File: config.mk
export PLATFORM = sky130hd
export DESIGN_NAME = latch_bank_ctrl
export DESIGN_NICKNAME = d
export VERILOG_FILES = /design/src/rtl/latch_bank_ctrl.sv
export SDC_FILE = /design/constraint.sdc
export NUM_CORES = 1
export LEC_CHECK = 0
export BUFFER_PORTS_ARGS = -buffer_cell sky130_fd_sc_hd__buf_2
export CAP_MARGIN = 20
export CORE_MARGIN = 2
export CORE_UTILIZATION = 47
export CTS_CLUSTER_SIZE = 40
export DETAILED_ROUTE_END_ITERATION = 8
export HOLD_SLACK_MARGIN = 0.03
export PLACE_DENSITY_LB_ADDON = 0.12
export SLEW_MARGIN = 20
export SYNTH_ARGS = -nofsm -noshare
export SYNTH_HDL_FRONTEND = slang
export SYNTH_SLANG_ARGS = --single-unit
File: constraint.sdc
create_clock -name clk -period 1.6 [get_ports clk]
set_clock_uncertainty 0.1 [all_clocks]
set_input_delay 0.24 -clock clk [delete_from_list [all_inputs] [get_ports clk]]
set_output_delay 0.24 -clock clk [all_outputs]
set_load 0.02 [all_outputs]
File: src/rtl/latch_bank_ctrl.sv
// Write controller for a bank of quad transparent D latches: round-robin
// arbitration between two requesters, then setup -> gate pulse -> hold.
module latch_bank_ctrl #(
    parameter int NBANKS = 4,
    parameter int ABITS  = 2,
    parameter int GW     = 2
) (
    input  logic              clk,
    input  logic              rst_,
    input  logic              req0,
    input  logic [ABITS-1:0]  addr0,
    input  logic [3:0]        data0,
    output logic              ack0,
    input  logic              req1,
    input  logic [ABITS-1:0]  addr1,
    input  logic [3:0]        data1,
    output logic              ack1,
    output logic              err,
    output logic [3:0]        d,
    output logic [NBANKS-1:0] g,
    output logic              busy
);

    localparam int CW = (GW > 1) ? $clog2(GW) : 1;

    typedef enum logic [2:0] {
        S_IDLE,
        S_SETUP,
        S_PULSE,
        S_HOLD,
        S_ERR
    } state_t;

    state_t            state, state_n;
    logic              last, last_n;
    logic              sel, sel_n;
    logic [ABITS-1:0]  cap_addr, cap_addr_n;
    logic [CW-1:0]     cnt, cnt_n;
    logic [3:0]        d_n;
    logic [NBANKS-1:0] g_n;
    logic [NBANKS-1:0] onehot;
    logic              ack0_n, ack1_n, err_n, busy_n;
    logic              win;
    logic [ABITS-1:0]  w_addr;
    logic [3:0]        w_data;

    assign onehot = NBANKS'(1) << cap_addr;

    // On a tie the requester not granted last time wins; last resets to 1
    // so requester 0 takes the first tie.
    assign win    = (req0 && req1) ? !last : req1;
    assign w_addr = win ? addr1 : addr0;
    assign w_data = win ? data1 : data0;

    always_comb begin
        state_n    = state;
        last_n     = last;
        sel_n      = sel;
        cap_addr_n = cap_addr;
        cnt_n      = cnt;
        d_n        = d;
        g_n        = '0;
        ack0_n     = 1'b0;
        ack1_n     = 1'b0;
        err_n      = 1'b0;

        case (state)
            S_IDLE: begin
                if (req0 || req1) begin
                    sel_n      = win;
                    last_n     = win;
                    cap_addr_n = w_addr;
                    if (32'(w_addr) < NBANKS) begin
                        d_n     = w_data;
                        state_n = S_SETUP;
                    end else begin
                        ack0_n  = !win;
                        ack1_n  = win;
                        err_n   = 1'b1;
                        state_n = S_ERR;
                    end
                end
            end
            S_SETUP: begin
                cnt_n   = '0;
                g_n     = onehot;
                state_n = S_PULSE;
            end
            S_PULSE: begin
                if (cnt == CW'(GW - 1)) begin
                    ack0_n  = !sel;
                    ack1_n  = sel;
                    state_n = S_HOLD;
                end else begin
                    cnt_n = cnt + CW'(1);
                    g_n   = onehot;
                end
            end
            S_HOLD:  state_n = S_IDLE;
            S_ERR:   state_n = S_IDLE;
            default: state_n = S_IDLE;
        endcase

        busy_n = (state_n != S_IDLE);
    end

    always_ff @(posedge clk or negedge rst_) begin
        if (!rst_) begin
            state    <= S_IDLE;
            last     <= 1'b1;
            sel      <= 1'b0;
            cap_addr <= '0;
            cnt      <= '0;
            d        <= '0;
            g        <= '0;
            ack0     <= 1'b0;
            ack1     <= 1'b0;
            err      <= 1'b0;
            busy     <= 1'b0;
        end else begin
            state    <= state_n;
            last     <= last_n;
            sel      <= sel_n;
            cap_addr <= cap_addr_n;
            cnt      <= cnt_n;
            d        <= d_n;
            g        <= g_n;
            ack0     <= ack0_n;
            ack1     <= ack1_n;
            err      <= err_n;
            busy     <= busy_n;
        end
    end

endmodule

### Word level (Yosys, flattened, before mapping)

Cells that the tools add are included.
W data, S select, Z words.

| cells by class | value |
|---|---|
| add/subtract/negate cells | 1 |
| multipliers | 0 |
| divide/modulo/power cells | 0 |
| magnitude comparators | 0 |
| equality and inequality tests | 2 |
| shift operators | 1 |
| multiplexer cells | 14 |
| bitwise gates (word level) | 0 |
| reduce and logical (&&, ||, !) cells | 8 |

Operator list:

| operator | count |
|---|---|
| $pmux W3 S3 | 1 |
| $mux W4 | 2 |
| $pmux W4 S2 | 1 |
| $mux W1 | 6 |
| $mux W3 | 2 |
| $shl A1 B2 Y4 const A | 1 |
| $eq A3 B1 Y1 const B | 1 |
| $eq A3 B2 Y1 const B | 1 |
| $logic_not A3 Y1 | 1 |
| $reduce_bool A3 Y1 | 1 |
| $logic_not A1 Y1 | 2 |
| $mux W2 | 1 |
| $pmux W1 S2 | 1 |
| $reduce_and A2 Y1 | 1 |
| $reduce_bool A2 Y1 | 1 |
| $add A1 B1 Y1 const B | 1 |
| $logic_and A1 B1 Y1 | 1 |
| $logic_or A1 B1 Y1 | 1 |

| storage, ports and cells | value |
|---|---|
| flip-flop bits (word level) | 19 |
| latch bits | 0 |
| bits in writable memories | 0 |
| ROM bits | 0 |
| input bits | 16 |
| output and inout bits | 12 |
| word-level logic and storage cells | 36 |
| memories kept | 0 |

### Logic depth before layout (Yosys ltp)

Gate-level depths: netlist (run 1).

| depth | value |
|---|---|
| word-level depth | 4 |
| mapped depth | 4 |
| mapped depth without buffers | 3 |

### Worst setup path after synthesis (run 1)

OpenSTA, ideal clock, no wires.

| timing | value |
|---|---|
| path type | register -> register |
| from | reg state[2] |
| to | reg d[0] |
| setup time | 0.079 ns |
| arrival | 1.169 ns |
| required time | 1.421 ns |
| slack | 0.251 ns |
| cell stages (with the launch flop) | 5 |
| path buffers | 1 |
| period minus slack after synthesis | 1.349 ns |
| cells stage by stage | dfrtp_1 -> buf_6 -> or3_4 -> nor2_4 -> a2bb2oi_1 |

| between the ends | value |
|---|---|
| longest elaborated chain between the ends | 2 |

Ends and longest elaborated chain:

| what | RTL line | RTL |
|---|---|---|
| start: declaration | 34 | `state_t state, state_n;` |
| start signal: assignment | 121 | `state <= state_n;` |
| $logic_not A3 Y1 | 67 | `case (state)` |
| $reduce_and A2 Y1 (no source line) | n/a |  |
| end signal: assignment | 126 | `d <= d_n;` |
| end: declaration | 19 | `output logic [3:0] d,` |

No other way between the ends.
A chain may end at the register's enable or synchronous reset.

### Worst setup path in the final report (run 1)

| timing | value |
|---|---|
| from | reg state[1] |
| to | reg d[3] |

The elaborated chain is that of the path after synthesis.

==> impl_metrics.toml, run 1 <==
[die]
core_um2 = 1690
die_w_um = 45.8
ioPinCount = 28
start_util_pct = 48.5
rows = 15
dieArea_um2 = 2090
die-height_um = 45.8

[clock_tree]
cts_buffers = 3
ctsHtreeMaxLevel = 1
clock_latency_ns = 0.28
clk_pin_slew_ns = 0.10
cts_resized = 0
clockBufferDepth = 2
cts_tree = "built"
postCtsSetupBuffers = 0
clock_sinks = 19
cts_hold_buf = 1
cts-root-buf = "clkbuf_4"

[critical_path]
worstRegToRegCells = 3
path_class = "reg2reg"
cp.arrival_ns = 1.57
reg2reg_from = "state[1]$_DFF_PN0_"
cp_slowest_stage_delay_ns = 0.48
critPathRequiredTime_ns = 1.71
cp-start-kind = "register"
cp-end-kind = "register"
crit_slowest_cell = "dfrtp_1"
path_max_fanout = 8
rrSetupSlack_ns = 0.14
crit_chain = "or3_4, nor2_4, a2bb2oi_1"
path_delay_family = "simple AND/OR/NAND/NOR gates"
path_buf_inv = 0
r2r_end = "d[3]$_DFFE_PN0P_"

[finish]
nFillCells = 154
fin_area_um2 = 1000
n_antenna_cell = 0
fin_nets = 116
multi_input_area_um2 = 312
area_delta_synth_final_pct = 22.3
final_cells = 116
final_cell_mix = "buf_2 (26), dfrtp_1 (18), o32ai_1 (6), a2bb2oi_1 (6)"
seqCellArea_um2 = 477
drive_gt1_share_pct = 37.4
layout_commonest_cell = "buf_2"
final_core_util_pct = 59.3

[route]
drt-initial-drc-count = 9
drc_errors = 0
drtPass1Iterations = 4
wl_per_cell_um = 13.3
wirelength_mm = 1.54
ant_nets = 0
via_count = 621
viasPerCell = 5.35

[sta]
period_minus_slack_ns = 1.46
finalSetupViolations = 0
hold_viol = 0
rsz0062_at_grt = "no"
fmax_mhz = 684
slew_violations = 0
fin_tns_setup_ns = 0
finalCritPeriodShare_pct = 91.4

[hold_path]
holdPathStages = 2
hp-start = "req0"
hold_path_class = "in2reg"
hold_end = "last$_DFFE_PN1P_"

[global_routing]
grt_pass1_vias = 602
grt_max_degree = 20
grt.total_usage_pct = 17.8
overflow = 0
grt_pass1_wl_mm = 2.65
antenna_found_initial = 0

[pwr]
power_density_nw_per_um2 = 1400
leakage_nw = 0.478
vdd_drop_max_mv = 0.699

[synthesis]
synthCells = 68
yosysUniqueCellTypes = 27
ys_seq_elements = 19
ys_seq_area_share_pct = 58.2
netlist_area_um2 = 820
synth.avg_cell_area_um2 = 12.1
synth.yosys.warnings = 0

[job]
drv_cap = 0

[placement]
gp_congestion = 0.748
placedCellCount = 111
io_buffers = 26
dp_hpwl_mm = 1.15
dpl_cell_area_um2 = 966

[outcome]
status = "complete, no violations"
## worst max path at each step
| stage | depth (start not counted) | to | startpoint |
|---|---|---|---|
| floorplan | 4 | d[0]$_DFFE_PN0P_ | state[2]$_DFF_PN0_ |
| detailed placement | 3 | d[3]$_DFFE_PN0P_ | state[1]$_DFF_PN0_ |
| global placement | 3 | d[1]$_DFFE_PN0P_ | state[1]$_DFF_PN0_ |
| CTS | 3 | d[3]$_DFFE_PN0P_ | state[1]$_DFF_PN0_ |
| global route | 3 | d[0]$_DFFE_PN0P_ | state[1]$_DFF_PN0_ |
| finish | 3 | d[3]$_DFFE_PN0P_ | state[1]$_DFF_PN0_ |
## through the flow
step / setup WS (ns) / power [mW] / hold slack, ns
after floorplan: 0.251 / 1.03 / -0.156
after global placement: 0.183 / 1.17 / 0.0931
after detailed placement: 0.158 / 1.18 / 0.0985
after CTS: 0.139 / 1.42 / 0.0563
after global routing: 0.0760 / 1.50 / 0.0664
final: 0.138 / 1.40 / 0.0617
## cells in the mapped netlist
| cell | count | area share (%) |
|---|---|---|
| a21bo_2 | 1 | 1.2 |
| a21oi_1 | 1 | 0.61 |
| a2bb2oi_1 | 6 | 6.4 |
| a31oi_1 | 1 | 0.76 |
| and2_1 | 1 | 0.76 |
| buf_2 | 1 | 0.61 |
| buf_4 | 1 | 0.92 |
| buf_6 | 1 | 1.4 |
| conb_1 | 1 | 0.46 |
| dfrtp_1 | 18 | 55 |
| dfstp_2 | 1 | 3.2 |
| inv_1 | 3 | 1.4 |
| nand2_1 | 4 | 1.8 |
| nor2_1 | 4 | 1.8 |
| nor2_4 | 1 | 1.4 |
| nor2b_1 | 2 | 1.5 |
| nor3_1 | 1 | 0.61 |
| nor3_4 | 1 | 2.0 |
| nor3b_1 | 3 | 2.7 |
| nor4_1 | 2 | 1.5 |
| o21ai_0 | 3 | 1.8 |
| o21bai_2 | 1 | 1.4 |
| o221ai_1 | 1 | 1.1 |
| o22ai_1 | 1 | 0.76 |
| o32ai_1 | 6 | 6.4 |
| or3_4 | 1 | 1.4 |
| xnor2_1 | 1 | 1.1 |
## sequential cells by signal, indices dropped and copies added (netlist names)
register	flops
cnt	1
state	3
ack0	1
last	1
cap_addr	2
d	4
sel	1
busy	1
ack1	1
g	4
## power breakdown
group          switching [mW]  internal, mW
Sequential              0.103         0.613
Clock                   0.132        0.0967
Combinational           0.256         0.203
Total                   0.491         0.912
## layer usage
metal / up-vias / wire [um] / track usage, %
met1: 282 / 780 / 26.1
met2: 23 / 652 / 25.6
li1: 314 / - / -
met4: 0 / 12 / 6.86
met5: - / 0 / 0
met3: 2 / 94 / 3.97
## area by class of cell
type	instances	area share, %
inverters	3	1.12
multi-input cells	44	31.1
flip-flops and latches	19	47.6
clock buffers	4	2.62
repair buffers	29	15.5
well taps	17	2.12
## cell families (layout without fill, tap and decap cells)
group	count (synthesis)	in the layout	synth area share, %
xor gates and xnor gates	1	1	1.07
other	1	2	0.458
buffers and inverters	6	36	4.27
and+or+nand+nor	20	20	15.6
AOI/OAI and AO/OA	21	21	20.5
DFF	19	19	58.2
Note: power is estimated with default switching activity, not from simulation.
==> run 2: changes to the inputs <==
==> config.mk (replaced) <==
export PLATFORM = sky130hd
export DESIGN_NAME = latch_bank_ctrl
export DESIGN_NICKNAME = d
export VERILOG_FILES = /design/src/rtl/latch_bank_ctrl.sv
export SDC_FILE = /design/constraint.sdc
export NUM_CORES = 1
export LEC_CHECK = 0
export BUFFER_PORTS_ARGS = -buffer_cell sky130_fd_sc_hd__buf_4
export CAP_MARGIN = 20
export CORE_UTILIZATION = 47
export CTS_CLUSTER_SIZE = 40
export DETAILED_ROUTE_END_ITERATION = 8
export HOLD_SLACK_MARGIN = 0.03
export PLACE_DENSITY = 0.75
export SLEW_MARGIN = 20
export SYNTH_ARGS = -nofsm -noshare
export SYNTH_HDL_FRONTEND = slang
export SYNTH_SLANG_ARGS = --single-unit
==> run 2 against run 1 <==
Net effect: via count grew 5.5%; combinational power rose by 9.4%; the flow now finishes with violations (design-rule violations); non-clock buffer count grew 2; global-route usage up 3.0 points; sequential share of layout area shrank 3.6 points; wire length is 6.7% higher.
==> impl_metrics.toml, run 2 (synthesis gave the netlist of run 1 again) <==
[outcome]
status = "finished with violations"
violations = "design-rule violations"

[clock_tree]
clockBufferDepth = 2
cts_hold_buf = 2
clock_sinks = 19
cts_tree = "built"
postCtsSetupBuffers = 0
clock_latency_ns = 0.30
cts_buffers = 3
cts-root-buf = "clkbuf_4"
ctsHtreeMaxLevel = 1
clk_pin_slew_ns = 0.11
cts_resized = 0

[critical_path]
path_class = "reg2reg"
path_delay_family = "simple AND/OR/NAND/NOR gates"
crit_slowest_cell = "dfrtp_1"
cp-end-kind = "register"
crit_chain = "or3_4, nor2_4, a2bb2oi_1"
worstRegToRegCells = 3
path_buf_inv = 0
cp_slowest_stage_delay_ns = 0.50
critPathRequiredTime_ns = 1.73
cp-start-kind = "register"
cp.arrival_ns = 1.60
path_max_fanout = 8
path_depth = 3

[finish]
n_antenna_cell = 0
fin_nets = 118
layout_commonest_cell = "buf_4"
drive_gt1_share_pct = 38.6
final_cell_mix = "buf_4 (29), dfrtp_1 (18), o32ai_1 (6), a2bb2oi_1 (6)"
top_regs = "d x4, g x4, state x3"
area_delta_synth_final_pct = 32.4
nFillCells = 123

[die]
core_um2 = 1560
rows = 14
ioPinCount = 28
start_util_pct = 52.6
dieArea_um2 = 1910
die_w_um = 43.8
die-height_um = 43.8

[sta]
period_minus_slack_ns = 1.46
setup_slack_ns = 0.135
fin_tns_setup_ns = 0
rsz0062_at_grt = "no"
hold_viol = 0
slew_violations = 0
fmax_mhz = 683
finalCritPeriodShare_pct = 91.5
finalSetupViolations = 0

[placement]
io_buffers = 26
gp_congestion = 0.738
place_ws_ns = 0.148
dp_hpwl_mm = 1.18

[global_routing]
antenna_found_initial = 0
grt_pass1_wl_mm = 2.90
grt.total_usage_pct = 20.8
grt_pass1_vias = 658
overflow = 0
grt_max_degree = 20

[route]
via_count = 655
drc_errors = 3
wl_per_cell_um = 14.0
drtPass1Iterations = 6
drt-initial-drc-count = 10
wirelength_mm = 1.64
ant_nets = 0
viasPerCell = 5.60

[pwr]
power_density_nw_per_um2 = 1360
vdd_drop_max_mv = 0.790
leakage_nw = 0.507

[job]
drv_cap = 0

[hold_path]
hold_path_class = "in2reg"
holdPathStages = 3
## run 2: changes by cell type in the layout (fill, tap and decap cells not counted)
cell / previous run / this run
dlygate4sd3_1: 1 / 2
buf_4: 2 / 29
buf_2: 26 / 0
clkbuf_1: 1 / 0
clkinv_2: 0 / 1
## run 2: tightest hold or removal path: cells and delay by family
family	cells	cell delay, ns
compound gates	2	0.16
buf+inv	1	0.12
## run 2: area by class of cell
type                            count  area [um^2]  share of cell area, %
Sequential cell                    19          477                   43.9
Inverter                            3         11.3                   1.04
Clock buffer                        3         22.5                   2.08
Timing Repair Buffer               31          238                   21.9
Multi-Input combinational cell     44          312                   28.7
Clock inverter                      1         5.00                  0.461
Tap cell                           16         20.0                   1.85
## run 2: per-stage QoR
stage	power (mW)	instance area [um^2]	instances	utilization [%]	hold WS, ns
floorplan	1.03	823	69	-	-0.156
global placement	1.21	1040	111	66.5	0.0197
detailed placement	1.23	1040	111	66.5	0.0261
CTS	1.48	1080	117	69.6	0.107
global route	1.56	1080	117	69.6	0.137
finish	1.47	1080	117	69.6	0.108
## run 2: metal layers
metal  wire length, um  part of all wire (%)  track usage (%)  vias to the layer above
li1                  -                     -                -                      317
met1               725                    44             27.5                      301
met2               783                    48             34.3                       32
met3               106                   6.5             3.75                        5
met4                27                   1.6             7.50                        0
met5                 0                     0                0                        -
## run 2: power by group
part | switching [mW] | internal [mW] | leakage, nW
combinational | 0.254 | 0.249 | 0.259
clock | 0.156 | 0.0934 | 0.0177
sequential | 0.107 | 0.613 | 0.231
total | 0.517 | 0.955 | 0.507
## run 2: worst paths after layout
kind                               startpoint               end  slack [ns]
hold / removal                           req1  last$_DFFE_PN1P_        0.11
setup / recovery           state[1]$_DFF_PN0_  d[3]$_DFFE_PN0P_        0.14
setup reg to reg           state[1]$_DFF_PN0_  d[3]$_DFFE_PN0P_        0.14
min in group asynchronous                rst_    g[3]$_DFF_PN0_        0.23
hold reg to reg               sel$_DFFE_PN0P_    ack0$_DFF_PN0_        0.38
max in group asynchronous                rst_  last$_DFFE_PN1P_        0.91
==> run 3: changes to the inputs <==
--- a/config.mk
+++ b/config.mk
@@ -11,6 +11,7 @@
 export CTS_CLUSTER_SIZE = 40
 export DETAILED_ROUTE_END_ITERATION = 8
 export HOLD_SLACK_MARGIN = 0.03
+export MAX_ROUTING_LAYER = met4
 export PLACE_DENSITY = 0.75
 export SLEW_MARGIN = 20
 export SYNTH_ARGS = -nofsm -noshare
==> run 3 against run 2 <==
Net effect: the flow still finishes with violations (design-rule violations); via count is 0.61% higher; critical endpoint unchanged; largest cell class unchanged; core utilization stayed put; final area stayed put; global-route usage is 0.66 points higher; non-clock buffer count stayed put; largest power group unchanged.
==> impl_metrics.toml, run 3 (synthesis gave the netlist of run 1 again) <==
[die]
core_um2 = 1560
rows = 14
dieArea_um2 = 1910
die_w_um = 43.8
die-height_um = 43.8
start_util_pct = 52.6
ioPinCount = 28

[critical_path]
cp-end-kind = "register"
rrSetupSlack_ns = 0.12
critPathRequiredTime_ns = 1.72
worstRegToRegCells = 3
reg2reg_from = "state[1]$_DFF_PN0_"
cp.arrival_ns = 1.60
path_delay_family = "simple AND/OR/NAND/NOR gates"
crit_slowest_cell = "dfrtp_1"
r2r_end = "d[3]$_DFFE_PN0P_"
path_class = "reg2reg"
path_buf_inv = 0
crit_chain = "or3_4, nor2_4, a2bb2oi_1"
path_max_fanout = 8
cp_slowest_stage_delay_ns = 0.50
cp-start-kind = "register"

[pwr]
power_density_nw_per_um2 = 1350
leakage_nw = 0.507
vdd_drop_max_mv = 0.778

[hold_path]
holdPathStages = 3
hold_end = "last$_DFFE_PN1P_"
hold_path_class = "in2reg"
hp-start = "req1"

[finish]
fin_nets = 118
final_cell_mix = "buf_4 (29), dfrtp_1 (18), o32ai_1 (6), a2bb2oi_1 (6)"
final_core_util_pct = 69.6
fin_area_um2 = 1080
layout_commonest_cell = "buf_4"
n_antenna_cell = 0
drive_gt1_share_pct = 38.6
nFillCells = 123
area_delta_synth_final_pct = 32.4
multi_input_area_um2 = 312
seqCellArea_um2 = 477
top_regs = "d x4, g x4, state x3"

[route]
ant_nets = 0
viasPerCell = 5.63
via_count = 659
wl_per_cell_um = 13.9
drt-initial-drc-count = 13
drtPass1Iterations = 6
wirelength_mm = 1.63
drc_errors = 3

[clock_tree]
ctsHtreeMaxLevel = 1
clk_pin_slew_ns = 0.11
cts_resized = 0
clockBufferDepth = 2
clock_sinks = 19
cts-root-buf = "clkbuf_4"
cts_buffers = 3
postCtsSetupBuffers = 0
cts_tree = "built"
clock_latency_ns = 0.30
cts_hold_buf = 2

[sta]
slew_violations = 0
finalCritPeriodShare_pct = 92.2
fin_tns_setup_ns = 0
hold_viol = 0
setup_slack_ns = 0.125
fmax_mhz = 678
rsz0062_at_grt = "no"
finalSetupViolations = 0
period_minus_slack_ns = 1.48

[placement]
dp_hpwl_mm = 1.18
io_buffers = 26
place_ws_ns = 0.148
gp_congestion = 0.747
dpl_cell_area_um2 = 1040

[global_routing]
overflow = 0
grt_pass1_wl_mm = 2.90
grt_max_degree = 20
grt_pass1_vias = 657
antenna_found_initial = 0
grt.total_usage_pct = 21.5

[outcome]
status = "finished with violations"
violations = "design-rule violations"

[job]
drv_cap = 0
## run 3: cell counts in the layout (fill, tap and decap cells not counted)
No cell type changed its count.
## run 3: worst max-delay path by stage
stage	endpoint	slack [ns]	from	depth (start not counted)
after floorplan	d[0]$_DFFE_PN0P_	0.25	state[2]$_DFF_PN0_	4
after global placement	d[2]$_DFFE_PN0P_	0.22	state[1]$_DFF_PN0_	3
after detailed placement	d[3]$_DFFE_PN0P_	0.15	state[1]$_DFF_PN0_	3
after CTS	d[3]$_DFFE_PN0P_	0.12	state[1]$_DFF_PN0_	3
after global routing	cap_addr[0]$_DFFE_PN0P_	0.04	state[1]$_DFF_PN0_	3
final	d[3]$_DFFE_PN0P_	0.12	state[1]$_DFF_PN0_	3
## run 3: worst min-delay path, delay by kind of cell
kind | cells | cell delay (ns)
AO/OA/AOI/OAI | 2 | 0.16
buffers and inverters | 1 | 0.12
## run 3: where the power goes
| group | total (mW) | switching (mW) | internal, mW |
|---|---|---|---|
| registers | 0.721 | 0.108 | 0.613 |
| logic | 0.502 | 0.254 | 0.249 |
| clock network | 0.243 | 0.150 | 0.0931 |
## run 3: area by class of cell
class / instances / share of cell area (%)
Sequential cell: 19 / 43.9
Multi-Input combinational cell: 44 / 28.7
Timing Repair Buffer: 31 / 21.9
Clock buffer: 3 / 2.08
Tap cell: 16 / 1.85
Inverter: 3 / 1.04
Clock inverter: 1 / 0.461
## run 3: layer usage
layer / vias up / global-route usage, % / routed length (um)
li1: 317 / - / -
met1: 307 / 27.5 / 718
met2: 31 / 34.3 / 793
met3: 4 / 3.75 / 98
met4: 0 / 7.50 / 16
met5: - / - / 0
## run 3: through the flow
stage          cells  hold WS (ns)  total power [mW]
2_1_floorplan     69        -0.156              1.03
5_1_grt          117         0.137              1.56
3_5_place_dp     111        0.0261              1.23
3_3_place_gp     111        0.0197              1.21
4_1_cts          117         0.107              1.48
6_report         117         0.120              1.47
